--- src/rtl/snake_game_if.sv ---
`default_nettype none
// ============================================================================
// snake_game_if : keyboard/collision inputs and datapath controls of the sequencer
// Revision: 1.0
// ============================================================================
interface snake_game_if;
  logic [4:0]  number_input;
  logic [4:0]  direction;
  logic        pause_key;
  logic        good_collision;
  logic        bad_collision;
  logic        inmenu;
  logic        ingame;
  logic        initial_head;
  logic        allow_moving;
  logic        move_tick;
  logic        game_over;
  logic [3:0]  main_difficulty;
  logic [12:0] score;
  logic [2:0]  state;

  modport master (
    input  number_input, direction, pause_key, good_collision, bad_collision,
    output inmenu, ingame, initial_head, allow_moving, move_tick, game_over,
           main_difficulty, score, state
  );

  modport slave (
    output number_input, direction, pause_key, good_collision, bad_collision,
    input  inmenu, ingame, initial_head, allow_moving, move_tick, game_over,
           main_difficulty, score, state
  );
endinterface
`default_nettype wire

--- src/rtl/snake_game_sequencer.sv ---
`default_nettype none
// ============================================================================
// snake_game_sequencer : menu/wait/play/pause/over sequencing, move ticks, score
// Revision: 1.0
// ============================================================================
module snake_game_sequencer #(
  parameter int TICK_BASE        = 840000,
  parameter int OVER_HOLD_FRAMES = 120
) (
  input  wire logic   clk,
  input  wire logic   reset_n,
  snake_game_if.master bus
);

  localparam int FRAME_W = (TICK_BASE > 1) ? $clog2(TICK_BASE) : 1;
  localparam int HOLD_W  = (OVER_HOLD_FRAMES > 0) ? $clog2(OVER_HOLD_FRAMES + 1) : 1;

  localparam logic [FRAME_W-1:0] c_FRAME_LAST = FRAME_W'(TICK_BASE - 1);
  localparam logic [HOLD_W-1:0]  c_HOLD_LAST  = HOLD_W'(OVER_HOLD_FRAMES - 1);
  localparam logic [12:0]        c_SCORE_MAX  = 13'h1FFF;

  typedef enum logic [2:0] {
    S_MENU   = 3'd0,
    S_WAIT   = 3'd1,
    S_PLAY   = 3'd2,
    S_PAUSED = 3'd3,
    S_OVER   = 3'd4
  } state_t;

  state_t             r_state;
  logic [3:0]         r_difficulty;
  logic [12:0]        r_score;
  logic [FRAME_W-1:0] r_frame_cnt;
  logic [3:0]         r_move_cnt;
  logic [HOLD_W-1:0]  r_hold_cnt;
  logic               r_move_tick;

  logic       w_menu_go;
  logic [3:0] w_diff_sel;
  logic       w_dir_valid;
  logic       w_frame_pulse;
  logic       w_move_last;

  always_comb begin
    w_menu_go  = 1'b1;
    w_diff_sel = r_difficulty;
    case (bus.number_input)
      5'b00010: w_diff_sel = 4'd4;
      5'b00100: w_diff_sel = 4'd2;
      5'b01000: w_diff_sel = 4'd1;
      default:  w_menu_go  = 1'b0;
    endcase
  end

  always_comb begin
    w_dir_valid = 1'b0;
    case (bus.direction)
      5'b00010, 5'b00100, 5'b01000, 5'b10000: w_dir_valid = 1'b1;
      default:                                w_dir_valid = 1'b0;
    endcase
  end

  assign w_frame_pulse = (r_frame_cnt == c_FRAME_LAST);
  assign w_move_last   = (r_move_cnt == (r_difficulty - 4'd1));

  always_ff @(posedge clk or negedge reset_n) begin
    if (!reset_n) begin
      r_state      <= S_MENU;
      r_difficulty <= 4'd1;
      r_score      <= '0;
      r_frame_cnt  <= '0;
      r_move_cnt   <= '0;
      r_hold_cnt   <= '0;
      r_move_tick  <= 1'b0;
    end else begin
      r_move_tick <= 1'b0;
      case (r_state)
        S_MENU: begin
          if (w_menu_go) begin
            r_state      <= S_WAIT;
            r_difficulty <= w_diff_sel;
            r_score      <= '0;
            r_frame_cnt  <= '0;
            r_move_cnt   <= '0;
            r_hold_cnt   <= '0;
          end
        end
        S_WAIT: begin
          r_frame_cnt <= '0;
          r_move_cnt  <= '0;
          if (w_dir_valid) r_state <= S_PLAY;
        end
        S_PLAY: begin
          if (w_frame_pulse) begin
            r_frame_cnt <= '0;
            if (w_move_last) begin
              r_move_cnt  <= '0;
              r_move_tick <= 1'b1;
            end else begin
              r_move_cnt <= r_move_cnt + 4'd1;
            end
          end else begin
            r_frame_cnt <= r_frame_cnt + 1'b1;
          end
          // Frame count restarts on entry to OVER so the hold time is a whole number of frames.
          if (bus.bad_collision) begin
            r_state     <= S_OVER;
            r_hold_cnt  <= '0;
            r_frame_cnt <= '0;
          end else begin
            if (bus.pause_key) r_state <= S_PAUSED;
            if (bus.good_collision && (r_score != c_SCORE_MAX)) r_score <= r_score + 13'd1;
          end
        end
        S_PAUSED: begin
          if (bus.pause_key) r_state <= S_PLAY;
        end
        S_OVER: begin
          if (w_frame_pulse) begin
            r_frame_cnt <= '0;
            if (r_hold_cnt == c_HOLD_LAST) begin
              r_state    <= S_MENU;
              r_hold_cnt <= '0;
            end else begin
              r_hold_cnt <= r_hold_cnt + 1'b1;
            end
          end else begin
            r_frame_cnt <= r_frame_cnt + 1'b1;
          end
        end
        default: r_state <= S_MENU;
      endcase
    end
  end

  assign bus.inmenu          = (r_state == S_MENU);
  assign bus.ingame          = (r_state != S_MENU);
  assign bus.initial_head    = (r_state == S_WAIT);
  assign bus.allow_moving    = (r_state == S_PLAY);
  assign bus.game_over       = (r_state == S_OVER);
  assign bus.move_tick       = r_move_tick;
  assign bus.main_difficulty = r_difficulty;
  assign bus.score           = r_score;
  assign bus.state           = r_state;

endmodule
`default_nettype wire
--- src/flat_wrapper.sv ---
// flat-port wrapper written by rule: the top's interface ports become plain ports
module snake_game_sequencer_flat 
#(
  parameter int TICK_BASE        = 840000,
  parameter int OVER_HOLD_FRAMES = 120
)
  (clk, reset_n, bus_number_input, bus_direction, bus_pause_key, bus_good_collision, bus_bad_collision, bus_inmenu, bus_ingame, bus_initial_head, bus_allow_moving, bus_move_tick, bus_game_over, bus_main_difficulty, bus_score, bus_state);
  snake_game_if bus_i ();
  input  wire logic clk;
  input  wire logic reset_n;
  input wire logic [$bits(bus_i.number_input)-1:0] bus_number_input;
  input wire logic [$bits(bus_i.direction)-1:0] bus_direction;
  input wire logic [$bits(bus_i.pause_key)-1:0] bus_pause_key;
  input wire logic [$bits(bus_i.good_collision)-1:0] bus_good_collision;
  input wire logic [$bits(bus_i.bad_collision)-1:0] bus_bad_collision;
  output wire logic [$bits(bus_i.inmenu)-1:0] bus_inmenu;
  output wire logic [$bits(bus_i.ingame)-1:0] bus_ingame;
  output wire logic [$bits(bus_i.initial_head)-1:0] bus_initial_head;
  output wire logic [$bits(bus_i.allow_moving)-1:0] bus_allow_moving;
  output wire logic [$bits(bus_i.move_tick)-1:0] bus_move_tick;
  output wire logic [$bits(bus_i.game_over)-1:0] bus_game_over;
  output wire logic [$bits(bus_i.main_difficulty)-1:0] bus_main_difficulty;
  output wire logic [$bits(bus_i.score)-1:0] bus_score;
  output wire logic [$bits(bus_i.state)-1:0] bus_state;
  assign bus_i.number_input = bus_number_input;
  assign bus_i.direction = bus_direction;
  assign bus_i.pause_key = bus_pause_key;
  assign bus_i.good_collision = bus_good_collision;
  assign bus_i.bad_collision = bus_bad_collision;
  assign bus_inmenu = bus_i.inmenu;
  assign bus_ingame = bus_i.ingame;
  assign bus_initial_head = bus_i.initial_head;
  assign bus_allow_moving = bus_i.allow_moving;
  assign bus_move_tick = bus_i.move_tick;
  assign bus_game_over = bus_i.game_over;
  assign bus_main_difficulty = bus_i.main_difficulty;
  assign bus_score = bus_i.score;
  assign bus_state = bus_i.state;
  snake_game_sequencer #(.TICK_BASE(TICK_BASE), .OVER_HOLD_FRAMES(OVER_HOLD_FRAMES)) u_core (.clk(clk), .reset_n(reset_n), .bus(bus_i));
endmodule
--- config.mk ---
export PLATFORM = sky130hd
export DESIGN_NAME = snake_game_sequencer_flat
export DESIGN_NICKNAME = d
export VERILOG_FILES = /design/src/rtl/snake_game_if.sv /design/src/rtl/snake_game_sequencer.sv /design/src/flat_wrapper.sv
export SDC_FILE = /design/constraint.sdc
export NUM_CORES = 1
export LEC_CHECK = 0
export ABC_AREA = 1
export CAP_MARGIN = 20
export CORE_UTILIZATION = 45
export CTS_CLUSTER_DIAMETER = 100
export CTS_CLUSTER_SIZE = 16
export DETAILED_ROUTE_END_ITERATION = 10
export HOLD_SLACK_MARGIN = 0.1
export PLACE_DENSITY = 0.64
export SKIP_LAST_GASP = 1
export SYNTH_ARGS = -nofsm -noshare
export SYNTH_HDL_FRONTEND = slang
export SYNTH_SLANG_ARGS = --single-unit
--- constraint.sdc ---
create_clock -name clk -period 2 [get_ports clk]
set_input_delay 0.4 -clock clk [delete_from_list [all_inputs] [get_ports clk]]
set_output_delay 0.4 -clock clk [all_outputs]
set_load 0.005 [all_outputs]
==> results.sh, run 1 <==
export IMPL_status="complete, no violations"
export IMPL_rsz0062_at_grt="true"
export IMPL_areaGrowthSynthToFinish_pct=20.1
export IMPL_path_clk_slew_ns=0.10
export IMPL_path_delay_family="buffers and inverters"
export IMPL_synth_cells=547
export IMPL_drt_total_wl_um=8930
export IMPL_placed_area_um2=4170
export IMPL_synth_warning_count=0
export IMPL_cts_tree="yes"
export IMPL_numCtsBuffers=5
export IMPL_hp_class="flop to flop"
export IMPL_setup_slack_ns=0.122
export IMPL_ys_seq_elements=51
export IMPL_drive_above_1_share_pct=12.8
export IMPL_die_width_um=92.1
export IMPL_ys_types=34
export IMPL_fmax_mhz=532
export IMPL_grt_pass1_vias=3345
export IMPL_p_clk_share_pct=19.9
export IMPL_nFillCells=755
export IMPL_fin_nets=622
export IMPL_setup_violations=0
export IMPL_power_leakage_nw=2.22
export IMPL_critPathArrivalTime_ns=1.48
export IMPL_fin_crit_ns=1.88
export IMPL_grt_max_degree=36
export IMPL_dp_hpwl_um=6540
export IMPL_comb_power_share_pct=33.2
export IMPL_portBuffers=39
export IMPL_crit_slowest_cell="dfstp_2"
export IMPL_endpoint_kind="output port"
export IMPL_syn_area_per_cell_um2=6.67
export IMPL_period_share_pct=93.9
export IMPL_routedWlPerCell_um=12.7
export IMPL_drt_iter0_markers=164
export IMPL_finalPower_mw=3.28
export IMPL_io_pins=41
export IMPL_final_max_slew_violation_count=0
export IMPL_worst_skew_pair_late_latency_ns=0.31
export IMPL_setup_tns_ns=0
export IMPL_regArea_um2=1280
export IMPL_power_switching_mw=1.34
export IMPL_root_buffer="clkbuf_8"
export IMPL_hold_violations=0
export IMPL_finalNonFillerCells=705
export IMPL_p_int_mw=1.94
export IMPL_vias=3597
export IMPL_row_count=32
export IMPL_drc=0
export IMPL_peakVddDrop_mv=0.306
export IMPL_crit_chain="buf_4, clkdlybuf4s50_1"
export IMPL_multi_input_area_um2=2010
export IMPL_crit_required_ns=1.60
export IMPL_dieHeight_um=92.1
export IMPL_hold_ws_ns=0.526
export IMPL_crit_fanout=4
export IMPL_die_area_um2=8480
export IMPL_critical_path_class="flop to output port"
export IMPL_design_area_um2=4380
export IMPL_slowest_delay_ns=0.57
export IMPL_synthesis_nets=567
export IMPL_grt_overflow_total=0
export IMPL_antenna_found_initial=0
export IMPL_postRouteAntennaNets=0
export IMPL_vias_per_cell=5.10
export IMPL_final_core_util_pct=56.4
export IMPL_firstDrtPassIters=4
export IMPL_cts_max_level=2
export IMPL_grt_pass1_wl_um=15500
export IMPL_grt_total_usage_pct=22.6
export IMPL_p_per_area_nw_per_um2=749
export IMPL_place_inst=685
export IMPL_core_um2=7770
export IMPL_num_antenna_cells=0
export IMPL_skew_ns=0.0113
export IMPL_dp_worst_setup_slack_ns=0.00175
export IMPL_cts_sinks=51
export IMPL_drv_cap=0
export IMPL_switching_share_pct=40.9
export IMPL_initial_utilization_pct=47.0
export IMPL_ys_seq_area_share_pct=35.0
export IMPL_crit_buf_inv=2
export IMPL_sequentialPowerShare_pct=46.9
export IMPL_gp_congestion=0.895
export IMPL_cts_buffer_depth=2
export IMPL_netlist_area_um2=3650
export IMPL_startpoint_type="flop"
==> cells in the mapped netlist <==
library cell	number	area share, %
nor2_1	59	6.1
o21ai_2	3	0.72
dfstp_2	1	0.72
clkbuf_1	3	0.31
nand2_4	3	0.93
nand2_2	3	0.51
inv_1	62	6.4
nand4_1	24	4.1
nand4_4	1	0.58
nor3_1	11	1.5
nand2_1	158	16
nor2_4	2	0.62
nand3_2	5	1.4
a21o_1	1	0.21
a21oi_1	4	0.55
ha_1	5	1.7
nand3b_1	3	0.62
o21ai_0	14	1.9
buf_2	4	0.55
clkbuf_2	1	0.14
conb_1	1	0.10
o21ai_1	14	1.9
dfrtp_1	50	34
xnor2_1	1	0.24
buf_6	4	1.2
xor2_1	8	1.9
or2_2	7	1.2
nand3_1	76	10
o21bai_1	1	0.21
nor2_2	5	0.86
buf_4	3	0.62
nor3_2	1	0.27
inv_2	8	0.82
clkinv_2	1	0.14
==> final timing paths <==
check	cells past startpoint	start	to	slack, ns
worst max-delay path	2	u_core.bus.main_difficulty[0]$_DFFE_PN1P_	bus_main_difficulty[0]	0.12
worst min-delay path	2	u_core.bus.main_difficulty[1]$_DFFE_PN0P_	u_core.bus.main_difficulty[1]$_DFFE_PN0P_	0.53
worst max register to register	10	u_core.r_frame_cnt[1]$_DFFE_PN0P_	u_core.r_frame_cnt[19]$_DFFE_PN0P_	0.19
worst min register to register	2	u_core.bus.main_difficulty[1]$_DFFE_PN0P_	u_core.bus.main_difficulty[1]$_DFFE_PN0P_	0.53
max in group asynchronous	3	reset_n	u_core.bus.main_difficulty[0]$_DFFE_PN1P_	0.87
min in group asynchronous	2	reset_n	u_core.r_move_cnt[3]$_DFFE_PN0P_	0.54
==> cell families (layout without fill, tap and decap cells) <==
group / count (synthesis) / in the layout / share of synthesized area [%]
other: 1 / 1 / 0.103
AO/OA/AOI/OAI: 37 / 37 / 5.52
XOR/XNOR: 9 / 9 / 2.16
buffers and inverters: 86 / 142 / 10.2
flip-flops: 51 / 51 / 35.0
adder cells (fa/ha/maj): 5 / 5 / 1.71
AND/OR/NAND/NOR: 358 / 358 / 45.3
==> power groups by stage <==
stage / combinational (mW) / sequential, mW / clock, mW
detailed placement: 1.08 / 1.55 / 0
finish: 1.09 / 1.54 / 0.653
CTS: 1.09 / 1.53 / 0.676
global placement: 1.06 / 1.55 / 0
global route: 1.29 / 1.58 / 0.717
floorplan: 0.960 / 1.39 / 0
==> final cells by class <==
class | instances | area share (%)
multi-input cells | 410 | 45.8
flip-flops and latches | 51 | 29.2
repair buffers | 63 | 13.8
inverters | 71 | 6.11
well taps | 102 | 2.91
clock buffers | 6 | 1.88
clock inverters | 2 | 0.314
==> metal layers <==
layer / vias to the layer above / wire, µm / track usage (%)
met5: - / 0 / 0
met4: 0 / 148 / 8.33
met3: 12 / 231 / 3.32
met2: 46 / 4200 / 37.0
met1: 1670 / 4360 / 30.1
li1: 1869 / - / -
==> worst reg2reg max path, stage by stage, from the launching register on <==
cell	delay [ns]
dfrtp_1	0.41
ha_2	0.27
nand2_1	0.12
nor2_2	0.22
nand2_1	0.12
inv_1	0.08
nand3_1	0.14
o21ai_2	0.14
nand2_2	0.09
inv_2	0.08
nor2_1	0.05
==> state kept, by name, indices dropped and copies added, names as in the netlist <==
signal,count
u_core.bus.main_difficulty,3
u_core.bus.move_tick,1
u_core.bus.score,13
u_core.bus.state,3
u_core.r_frame_cnt,20
u_core.r_hold_cnt,7
u_core.r_move_cnt,4
==> cell usage in the layout (no fill, tap or decap), drive strengths merged, types with 8 or more instances in the layout <==
cell           count
clkdlybuf4s50     33
nand3             81
o21ai             31
nor2              66
nand4             25
xor2               8
nor3              12
dfrtp             50
nand2            164
inv               71
buf               24
==> timing repair <==
| action | CTS | global route |
|---|---|---|
| endpoints found under the setup margin | 5 | 11 |
| endpoints found under the hold margin | 16 | 0 |
| pin swaps | 1 | 2 |
| hold buffers | 1 | 0 |
| setup buffers | 5 | 6 |
| resized for setup | 4 | 6 |
| gates cloned | 0 | 0 |
Note: power is estimated with default switching activity, not from simulation.
==> run 2, diff against run 1 <==
--- a/config.mk
+++ b/config.mk
@@ -11,7 +11,7 @@
 export CTS_CLUSTER_DIAMETER = 100
 export CTS_CLUSTER_SIZE = 16
 export DETAILED_ROUTE_END_ITERATION = 10
-export HOLD_SLACK_MARGIN = 0.1
+export HOLD_SLACK_MARGIN = 0.12
 export PLACE_DENSITY = 0.64
 export SKIP_LAST_GASP = 1
 export SYNTH_ARGS = -nofsm -noshare
==> results of run 2 <==
No change in the layout: final DEF, timing and power equal those of run 1.
